`config.mk`:
```
export PLATFORM = sky130hd
export DESIGN_NAME = pulse_train_sequencer
export DESIGN_NICKNAME = d
export VERILOG_FILES = /design/src/rtl/pulse_train_sequencer.sv
export SDC_FILE = /design/constraint.sdc
export NUM_CORES = 1
export LEC_CHECK = 0
export ABC_AREA = 1
export CAP_MARGIN = 20
export CORE_MARGIN = 2
export CORE_UTILIZATION = 52
export DETAILED_ROUTE_END_ITERATION = 6
export PLACE_DENSITY = 0.8
export SLEW_MARGIN = 20
export SYNTH_ARGS = -nofsm -noshare
export SYNTH_HDL_FRONTEND = slang
export SYNTH_SLANG_ARGS = --single-unit
```
`constraint.sdc`:
```
create_clock -name clock -period 2 [get_ports clock]
set_clock_uncertainty 0.2 [all_clocks]
set_input_delay 0.3 -clock clock [delete_from_list [all_inputs] [get_ports clock]]
set_output_delay 0.3 -clock clock [all_outputs]
set_load 0.02 [all_outputs]
```
`src/rtl/pulse_train_sequencer.sv`:
```
// Pulse train sequencer: one accepted request produces pulse_count pulses of
// high_length cycles separated by low_length cycles, then a one-cycle done flag.
module pulse_train_sequencer #(
  parameter int unsigned COUNT_WIDTH  = 8,
  parameter int unsigned LENGTH_WIDTH = 8
) (
  input  logic                    clock,
  input  logic                    clear,
  input  logic                    clock_enable,
  input  logic                    start_valid,
  output logic                    start_ready,
  input  logic [COUNT_WIDTH-1:0]  pulse_count,
  input  logic [LENGTH_WIDTH-1:0] high_length,
  input  logic [LENGTH_WIDTH-1:0] low_length,
  output logic                    pulse_out,
  output logic                    busy,
  output logic                    done,
  output logic [COUNT_WIDTH-1:0]  pulses_remaining
);

  typedef enum logic [1:0] {
    StIdle,
    StHigh,
    StLow
  } state_e;

  localparam logic [LENGTH_WIDTH-1:0] LenOne   = LENGTH_WIDTH'(1);
  localparam logic [COUNT_WIDTH-1:0]  CountOne = COUNT_WIDTH'(1);

  state_e                  state_q, state_d;
  logic [LENGTH_WIDTH-1:0] phase_q, phase_d;
  logic [LENGTH_WIDTH-1:0] high_len_q, high_len_d;
  logic [LENGTH_WIDTH-1:0] low_len_q, low_len_d;
  logic [COUNT_WIDTH-1:0]  remaining_q, remaining_d;
  logic                    pulse_q, pulse_d;
  logic                    busy_q, busy_d;
  logic                    done_q, done_d;
  logic                    accept;

  assign start_ready      = (state_q == StIdle) && clock_enable && !clear;
  assign accept           = start_valid && start_ready;
  assign pulse_out        = pulse_q;
  assign busy             = busy_q;
  assign done             = done_q;
  assign pulses_remaining = remaining_q;

  always_comb begin
    state_d     = state_q;
    phase_d     = phase_q;
    high_len_d  = high_len_q;
    low_len_d   = low_len_q;
    remaining_d = remaining_q;
    done_d      = 1'b0;

    unique case (state_q)
      StIdle: begin
        if (accept) begin
          // Zero-length phases are stretched to one cycle at latch time.
          high_len_d  = (high_length == '0) ? LenOne : high_length;
          low_len_d   = (low_length == '0) ? LenOne : low_length;
          remaining_d = pulse_count;
          if (pulse_count != '0) begin
            state_d = StHigh;
            phase_d = LenOne;
          end else begin
            done_d = 1'b1;
          end
        end
      end
      StHigh: begin
        if (phase_q == high_len_q) begin
          remaining_d = remaining_q - CountOne;
          if (remaining_q != CountOne) begin
            state_d = StLow;
            phase_d = LenOne;
          end else begin
            state_d = StIdle;
            phase_d = '0;
            done_d  = 1'b1;
          end
        end else begin
          phase_d = phase_q + LenOne;
        end
      end
      StLow: begin
        if (phase_q == low_len_q) begin
          state_d = StHigh;
          phase_d = LenOne;
        end else begin
          phase_d = phase_q + LenOne;
        end
      end
      default: begin
        state_d = StIdle;
        phase_d = '0;
      end
    endcase

    pulse_d = (state_d == StHigh);
    busy_d  = (state_d != StIdle);
  end

  always_ff @(posedge clock) begin
    if (clear) begin
      state_q     <= StIdle;
      phase_q     <= '0;
      high_len_q  <= '0;
      low_len_q   <= '0;
      remaining_q <= '0;
      pulse_q     <= 1'b0;
      busy_q      <= 1'b0;
      done_q      <= 1'b0;
    end else if (clock_enable) begin
      state_q     <= state_d;
      phase_q     <= phase_d;
      high_len_q  <= high_len_d;
      low_len_q   <= low_len_d;
      remaining_q <= remaining_d;
      pulse_q     <= pulse_d;
      busy_q      <= busy_d;
      done_q      <= done_d;
    end
  end

endmodule

```
==> key figures, run 1 <==
Timing
  • Tcrit/Tclk final: 0.954
  • Fmax: 524 MHz
  • Worst slew pin tran: 0.294 ns
  • Slew Limit Fails: 0
  • Endpoints failing setup: 0
  • RSZ-0062 raised after global routing: false
  • Final hold vios: 0
  • Final min period: between 1.5 and 2 ns
  • Slew HR: 0.803

Worst hold path
  • Hold_sp: high_len_q[5]$_SDFFE_PP0P_
  • WHS Endpoint: high_len_q[5]$_SDFFE_PP0P_
  • Hold Crit Depth: 2
  • Worst hold path type: register to register

Final layout
  • Share of cells above drive strength 1: 0.0813
  • Design area: roughly 0.0027 sq mm
  • Synth-to-Final Area Change: 29.0%
  • Final Util: 0.711
  • Diodes inserted: 0
  • Fill cells: 330
  • # nets final: 399

Place
  • Placer Congestion: 0.927
  • IO buf count: 39
  • Placed instance area: between 0.002 and 0.003 sq mm
  • Dpl hpwl: 3770 um

Global routing
  • Initial antenna violation count: 0
  • Pin count of the biggest net entering global routing: 25
  • Global route overflow: 0
  • First-pass GRT wire length: 8640 um
  • Vias in the first global route: between 1,500 and 2,000
  • GRT Overall Usage: 0.252

Synthesis
  • Synthesized Nets: 349
  • Syn Std Cell Area: slightly above 0.002 sq mm
  • Post-synth EDFFs: 0
  • Synth async-reset ratio: 0
  • YS warnings: 0
  • Top-area cell type share of the netlist area: 0.359
  • Cell variety after synth: 28
  • Gate Count Post-Synth: 318
  • Yosys reg bits: 37
  • Synth top cells by count: 104 x nand2_1, 37 x dfxtp_1, 30 x inv_1, 29 x nor2_1, 28 x a21oi_1
  • Dominant cell type by area after synthesis: dfxtp_1
  • Most used flip-flop cell after synthesis: dfxtp_1
  • Sequential fraction of the synthesis area: 0.359
  • Count leader, synth: nand2_1
  • Avg Inst Size Synth: approximately 6.5 sq um
  • Top post-synthesis cells by area: dfxtp_1 36%, nand2_1 19%, a21oi_1 6.8%, o21ai_0 5.8%, inv_1 5.5%

Die
  • Row count: 22
  • Die footprint: 0.00449 sq mm
  • CORE AREA: roughly 0.0037 sq mm
  • Die Wd: approximately 67 um
  • Die height: 67.0 um
  • Io pins: 40
  • Starting Density: 0.551

Pwr
  • Reg power frac: 0.469
  • Pint: 1.22 mW
  • NetSw: roughly 460 uW
  • Total power divided by cell area: 632 mW/mm^2
  • Clock share of power: 0.342
  • Sw frac: 0.273
  • Leakage Power: 1.13 nW
  • Worst VDD drop: 0.473 mV
  • Logic pwr share: 0.190

Setup path
  • Critical Path RT: roughly 1.5 ns
  • Reg2reg end: phase_q[1]$_SDFFE_PP0P_
  • Critical Path AT: roughly 1.4 ns
  • Launch point of the worst reg-to-reg path: phase_q[6]$_SDFFE_PP0P_
  • Peak fanout along the critical path: 2
  • CP Class: primary input to output port
  • Critical path launch point type: primary input
  • Worst setup EP type: output port
  • FF-to-FF path depth: 8
  • R2r setup slk: about 0.14 ns

Drt
  • DRC: 0
  • Post-DRT Antenna Nets: 0
  • Via Count: 2,141
  • Post-DR wirelength/cell: 12.0 um
  • First DRT Iteration DRCs: 160
  • Drt first pass iters: 4
  • Via/cell ratio: 5.13
  • Overall routed net length: 4990 um

Clock tree
  • Clk slew on worst S/H paths: about 0.070 ns
  • # clock sinks: 37
  • Clock Tree Buf Depth: 2
  • Post-CTS setup buffers: 0
  • Worst-Skew Late Latency: 0.29 ns
  • Root Driver: clkbuf_8
  • CTS HTree Levels: 2
  • Total CTS buffers: 5
  • CTS tree: built

Status
  • Status: completed

Run
  • MaxCap Viol Count: 0
==> cells by family after synthesis <==
| family | share of synthesized area |
|---|---|
| DFF | 0.359 |
| and+or+nand+nor | 0.342 |
| xor gates and xnor gates | 0.0382 |
| AOI/OAI and AO/OA | 0.158 |
| buffers and inverters | 0.0848 |
| adders and majority gates | 0.0182 |
==> final cells by class <==
type / count / area, sq um / share of cell area
Clock buffer: 7 / 96.3 / 0.0362
Tap cell: 48 / 60.1 / 0.0226
Multi-Input combinational cell: 239 / 1150 / 0.431
Timing Repair Buffer: 52 / 487 / 0.183
Clock inverter: 1 / 5.00 / 0.00188
Sequential cell: 37 / 742 / 0.279
Inverter: 33 / 124 / 0.0465
==> metal layers <==
layer	wire length (um)	GRT usage	vias to the layer above
li1	-	-	1124
met1	2400	0.344	951
met2	2280	0.399	59
met3	239	0.0439	7
met4	74	0.0816	0
met5	0	0	-
==> metrics by stage <==
step	TNS [ns]	power, mW	hold slack [ns]	cells	setup WS (ns)
after global routing	0	1.77	0.296	417	0.000287
after detailed placement	-1.37	1.12	0.262	409	-0.208
final	0	1.68	0.274	417	0.0910
after global placement	-0.796	1.11	0.254	409	-0.187
after floorplan	0	0.982	0.226	318	0.342
after CTS	0	1.69	0.274	417	0.0667
==> power groups by stage <==
stage | logic, mW | clock network [mW] | registers, mW
4_1_cts | 0.318 | 0.589 | 0.788
5_1_grt | 0.356 | 0.619 | 0.793
3_5_place_dp | 0.317 | 0 | 0.805
2_1_floorplan | 0.169 | 0 | 0.813
3_3_place_gp | 0.310 | 0 | 0.804
6_report | 0.319 | 0.575 | 0.788
==> registers in the layout, indices dropped and copies added (netlist names) <==
register,flops
low_len_q,8
busy,1
pulse_out,1
state_q,2
high_len_q,8
pulses_remaining,8
phase_q,8
done,1
==> cells in the final DEF (no fill, tap or decap), types with 2 or more instances in the layout <==
cell             instances
a211oi_1                 2
a21oi_1                 28
a31oi_1                  2
buf_4                   13
clkbuf_8                 7
clkdlybuf4s50_1         38
dfxtp_1                 36
ha_1                     3
inv_1                   30
inv_2                    2
nand2_1                104
nand3_1                 13
nand4_1                  4
nor2_1                  29
nor2_4                   3
nor3_1                   4
nor4_1                   3
o21ai_0                 23
o21ai_1                  7
xnor2_1                  7
xor2_1                   2
==> worst max path at each step <==
stage / startpoint / to / slack [ns] / depth (start not counted)
6_report: clock_enable / start_ready / 0.09 / 4
5_1_grt: clock_enable / start_ready / 0.0003 / 4
4_1_cts: clock_enable / start_ready / 0.07 / 4
3_5_place_dp: clock_enable / start_ready / -0.21 / 4
3_3_place_gp: clock_enable / start_ready / -0.19 / 4
2_1_floorplan: state_q[1]$_SDFFE_PP0P_ / pulses_remaining[1]$_SDFFE_PP0P_ / 0.34 / 10
==> timing repair <==
item / 4_1_cts / 5_1_grt
setup endpoints to repair: 1 / 3
gates resized for setup: 1 / 4
hold buffers: 0 / 0
pin swaps: 0 / 0
==> critical path, stage by stage <==
cell and delay [ns]:
clkdlybuf4s50_1 0.50, inv_1 0.06, nor4_1 0.21, dlygate4sd1_1 0.34
No activity file was read; power rests on OpenSTA's default activity.
==> run 2, diff against run 1 <==
--- a/config.mk
+++ b/config.mk
@@ -7,10 +7,12 @@
 export LEC_CHECK = 0
 export ABC_AREA = 1
 export CAP_MARGIN = 20
+export CELL_PAD_IN_SITES_DETAIL_PLACEMENT = 0
+export CELL_PAD_IN_SITES_GLOBAL_PLACEMENT = 2
 export CORE_MARGIN = 2
-export CORE_UTILIZATION = 52
+export CORE_UTILIZATION = 27
 export DETAILED_ROUTE_END_ITERATION = 6
-export PLACE_DENSITY = 0.8
+export PLACE_DENSITY_LB_ADDON = 0.1
 export SLEW_MARGIN = 20
 export SYNTH_ARGS = -nofsm -noshare
 export SYNTH_HDL_FRONTEND = slang
==> key figures, run 2 (synthesis gave the netlist of run 1 again) <==
Pwr
  • Worst VDD drop: 0.216 mV
  • NetSw: 468 uW
  • Total power divided by cell area: 591 mW/mm^2
  • Clock share of power: 0.310
  • Pint: 1.17 mW
  • Sw frac: 0.286
  • Logic pwr share: 0.209
  • Reg power frac: 0.480
  • Leakage Power: 1.16 nW

Final layout
  • Register area: about 740 sq um
  • Most common cell after layout, fill and taps aside: nand2_1
  • Synth-to-Final Area Change: 34.2%
  • Final non-filler cell total: roughly 480
  • Share of cells above drive strength 1: 0.0979
  • Multi-input combinational cell area: approximately 0.0012 sq mm
  • Diodes inserted: 0
  • Fill cells: 803
  • # nets final: a little over 400
  • Most frequent cells in the layout: 104 x nand2_1, 38 x clkdlybuf4s50_1, 37 x dfxtp_1

Place
  • Dpl hpwl: 4630 um
  • Placed cells: 469
  • IO buf count: 39
  • Placer Congestion: 0.787

Setup path
  • Reg2reg end: pulses_remaining[3]$_SDFFE_PP0P_
  • CP Class: register to output port
  • Critical Path RT: 1.50 ns
  • Setup crit start: pulses_remaining[4]$_SDFFE_PP0P_
  • CP peak stage delay: 0.63 ns
  • Launch point of the worst reg-to-reg path: phase_q[2]$_SDFFE_PP0P_
  • Slowest-stage cell, CP: clkdlybuf4s50_1
  • CP top delay family: buffers and inverters
  • Critical path, cell by cell: clkdlybuf4s50_1
  • FF-to-FF path depth: 8
  • Critical path launch point type: register
  • WP buf/inv: 1
  • Peak fanout along the critical path: 5
  • R2r setup slk: 0.20 ns
  • Critical Path AT: 1.33 ns
  • Worst setup EP type: output port

Timing
  • Fmax: between 500 and 600 MHz
  • Final min period: 1.83 ns
  • RSZ-0062 raised after global routing: false
  • Worst slew pin tran: 0.382 ns
  • Slew HR: 0.743
  • Tcrit/Tclk final: 0.914
  • Final hold vios: 0
  • Endpoints failing setup: 0
  • Slew Limit Fails: 0
  • Final hold slack: 0.264 ns

Worst hold path
  • Worst hold path type: register to register
  • WHS Endpoint: pulse_out$_SDFFE_PP0P_
  • Hold Crit Depth: 2
  • Hold_sp: pulse_out$_SDFFE_PP0P_

Drt
  • Overall routed net length: approximately 5900 um
  • Post-DRT Antenna Nets: 0
  • Drt first pass iters: 4
  • Via/cell ratio: approximately 4.4
  • Via Count: 2,094
  • First DRT Iteration DRCs: 29
  • Post-DR wirelength/cell: about 12 um
  • DRC: 0

Die
  • Io pins: 40
  • Row count: 31
  • Die Wd: 91.4 um
  • Starting Density: 0.282
  • Die height: 91.4 um
  • Die footprint: 0.00836 sq mm
  • CORE AREA: 0.00733 sq mm

Clock tree
  • CTS tree: built
  • # clock sinks: 37
  • Root Driver: clkbuf_8
  • Clk slew on worst S/H paths: 0.07 ns
  • Total CTS buffers: 5
  • Worst-Skew Late Latency: between 0.2 and 0.3 ns
  • CTS HTree Levels: 2
  • Clock Tree Buf Depth: 2

Global routing
  • Initial antenna violation count: 0
  • Pin count of the biggest net entering global routing: 23
  • Global route overflow: 0
  • First-pass GRT wire length: just under 10,000 um
  • Vias in the first global route: 2,082
  • GRT Overall Usage: 0.149

Status
  • Status: completed

Run
  • MaxCap Viol Count: 0
==> run 2: cell count changes in the layout (fill, tap and decap cells not counted) <==
| cell | before | now |
|---|---|---|
| buf_4 | 13 | 22 |
| clkbuf_1 | 0 | 3 |
| clkbuf_8 | 7 | 5 |
| clkbuf_2 | 0 | 1 |
| clkinv_2 | 1 | 0 |
| dfxtp_1 | 36 | 37 |
| dfxtp_2 | 1 | 0 |
| dlygate4sd1_1 | 1 | 0 |
| nor2_1 | 29 | 28 |
| nor2_2 | 0 | 1 |
==> run 2: layer usage <==
layer / GRT usage / vias up / wire length (um)
met5: 0 / - / 0
met4: 0.0379 / 0 / 55
met3: 0.0266 / 4 / 143
met2: 0.263 / 25 / 2850
met1: 0.186 / 920 / 2870
li1: - / 1145 / -
==> run 2: power by group through the flow <==
| stage | sequential, mW | clock (mW) | combinational (mW) |
|---|---|---|---|
| after floorplan | 0.813 | 0 | 0.169 |
| after global placement | 0.804 | 0 | 0.346 |
| after detailed placement | 0.804 | 0 | 0.347 |
| after CTS | 0.787 | 0.534 | 0.348 |
| after global routing | 0.791 | 0.561 | 0.388 |
| final | 0.787 | 0.508 | 0.343 |
==> run 2: through the flow <==
step                      setup TNS [ns]  total power, mW   util  worst slack (ns)  instance area, sq um
final                                  0             1.64  0.378             0.172                  2770
after global routing                   0             1.74  0.378           0.00165                  2770
after CTS                              0             1.67  0.378            0.0955                  2770
after detailed placement           -1.27             1.15  0.367            -0.195                  2690
after global placement             -1.28             1.15  0.367            -0.207                  2690
after floorplan                        0            0.982      -             0.342                  2060
==> run 2: worst max path at each step <==
stage,slack [ns],cells past startpoint,to
final,0.17,1,pulses_remaining[4]
after detailed placement,-0.19,4,start_ready
after global placement,-0.21,4,start_ready
after floorplan,0.34,10,pulses_remaining[1]$_SDFFE_PP0P_
after CTS,0.1,4,start_ready
after global routing,0.002,10,pulses_remaining[0]$_SDFFE_PP0P_
==> run 2: final cells by class <==
type / count / area share
tap: 99 / 0.0447
inverter: 33 / 0.0447
clock buffer: 8 / 0.0289
multi-input combinational: 239 / 0.416
sequential: 37 / 0.267
timing repair buffer: 61 / 0.199
==> run 2: what timing repair did <==
item	in CTS	in global routing
setup buffers	0	0
endpoints found under the setup margin	1	8
gates resized for setup	1	5
hold endpoints to repair	0	0
hold buffers	0	0
==> run 2: worst reg2reg max path: stages (launching register included) <==
cell     delay (ns)
dfxtp_1        0.44
xnor2_1        0.14
nand2_1        0.06
nor2_1         0.16
nand2_1        0.14
nand2_1        0.12
nand2_2        0.15
o21ai_0        0.19
a21oi_1        0.08
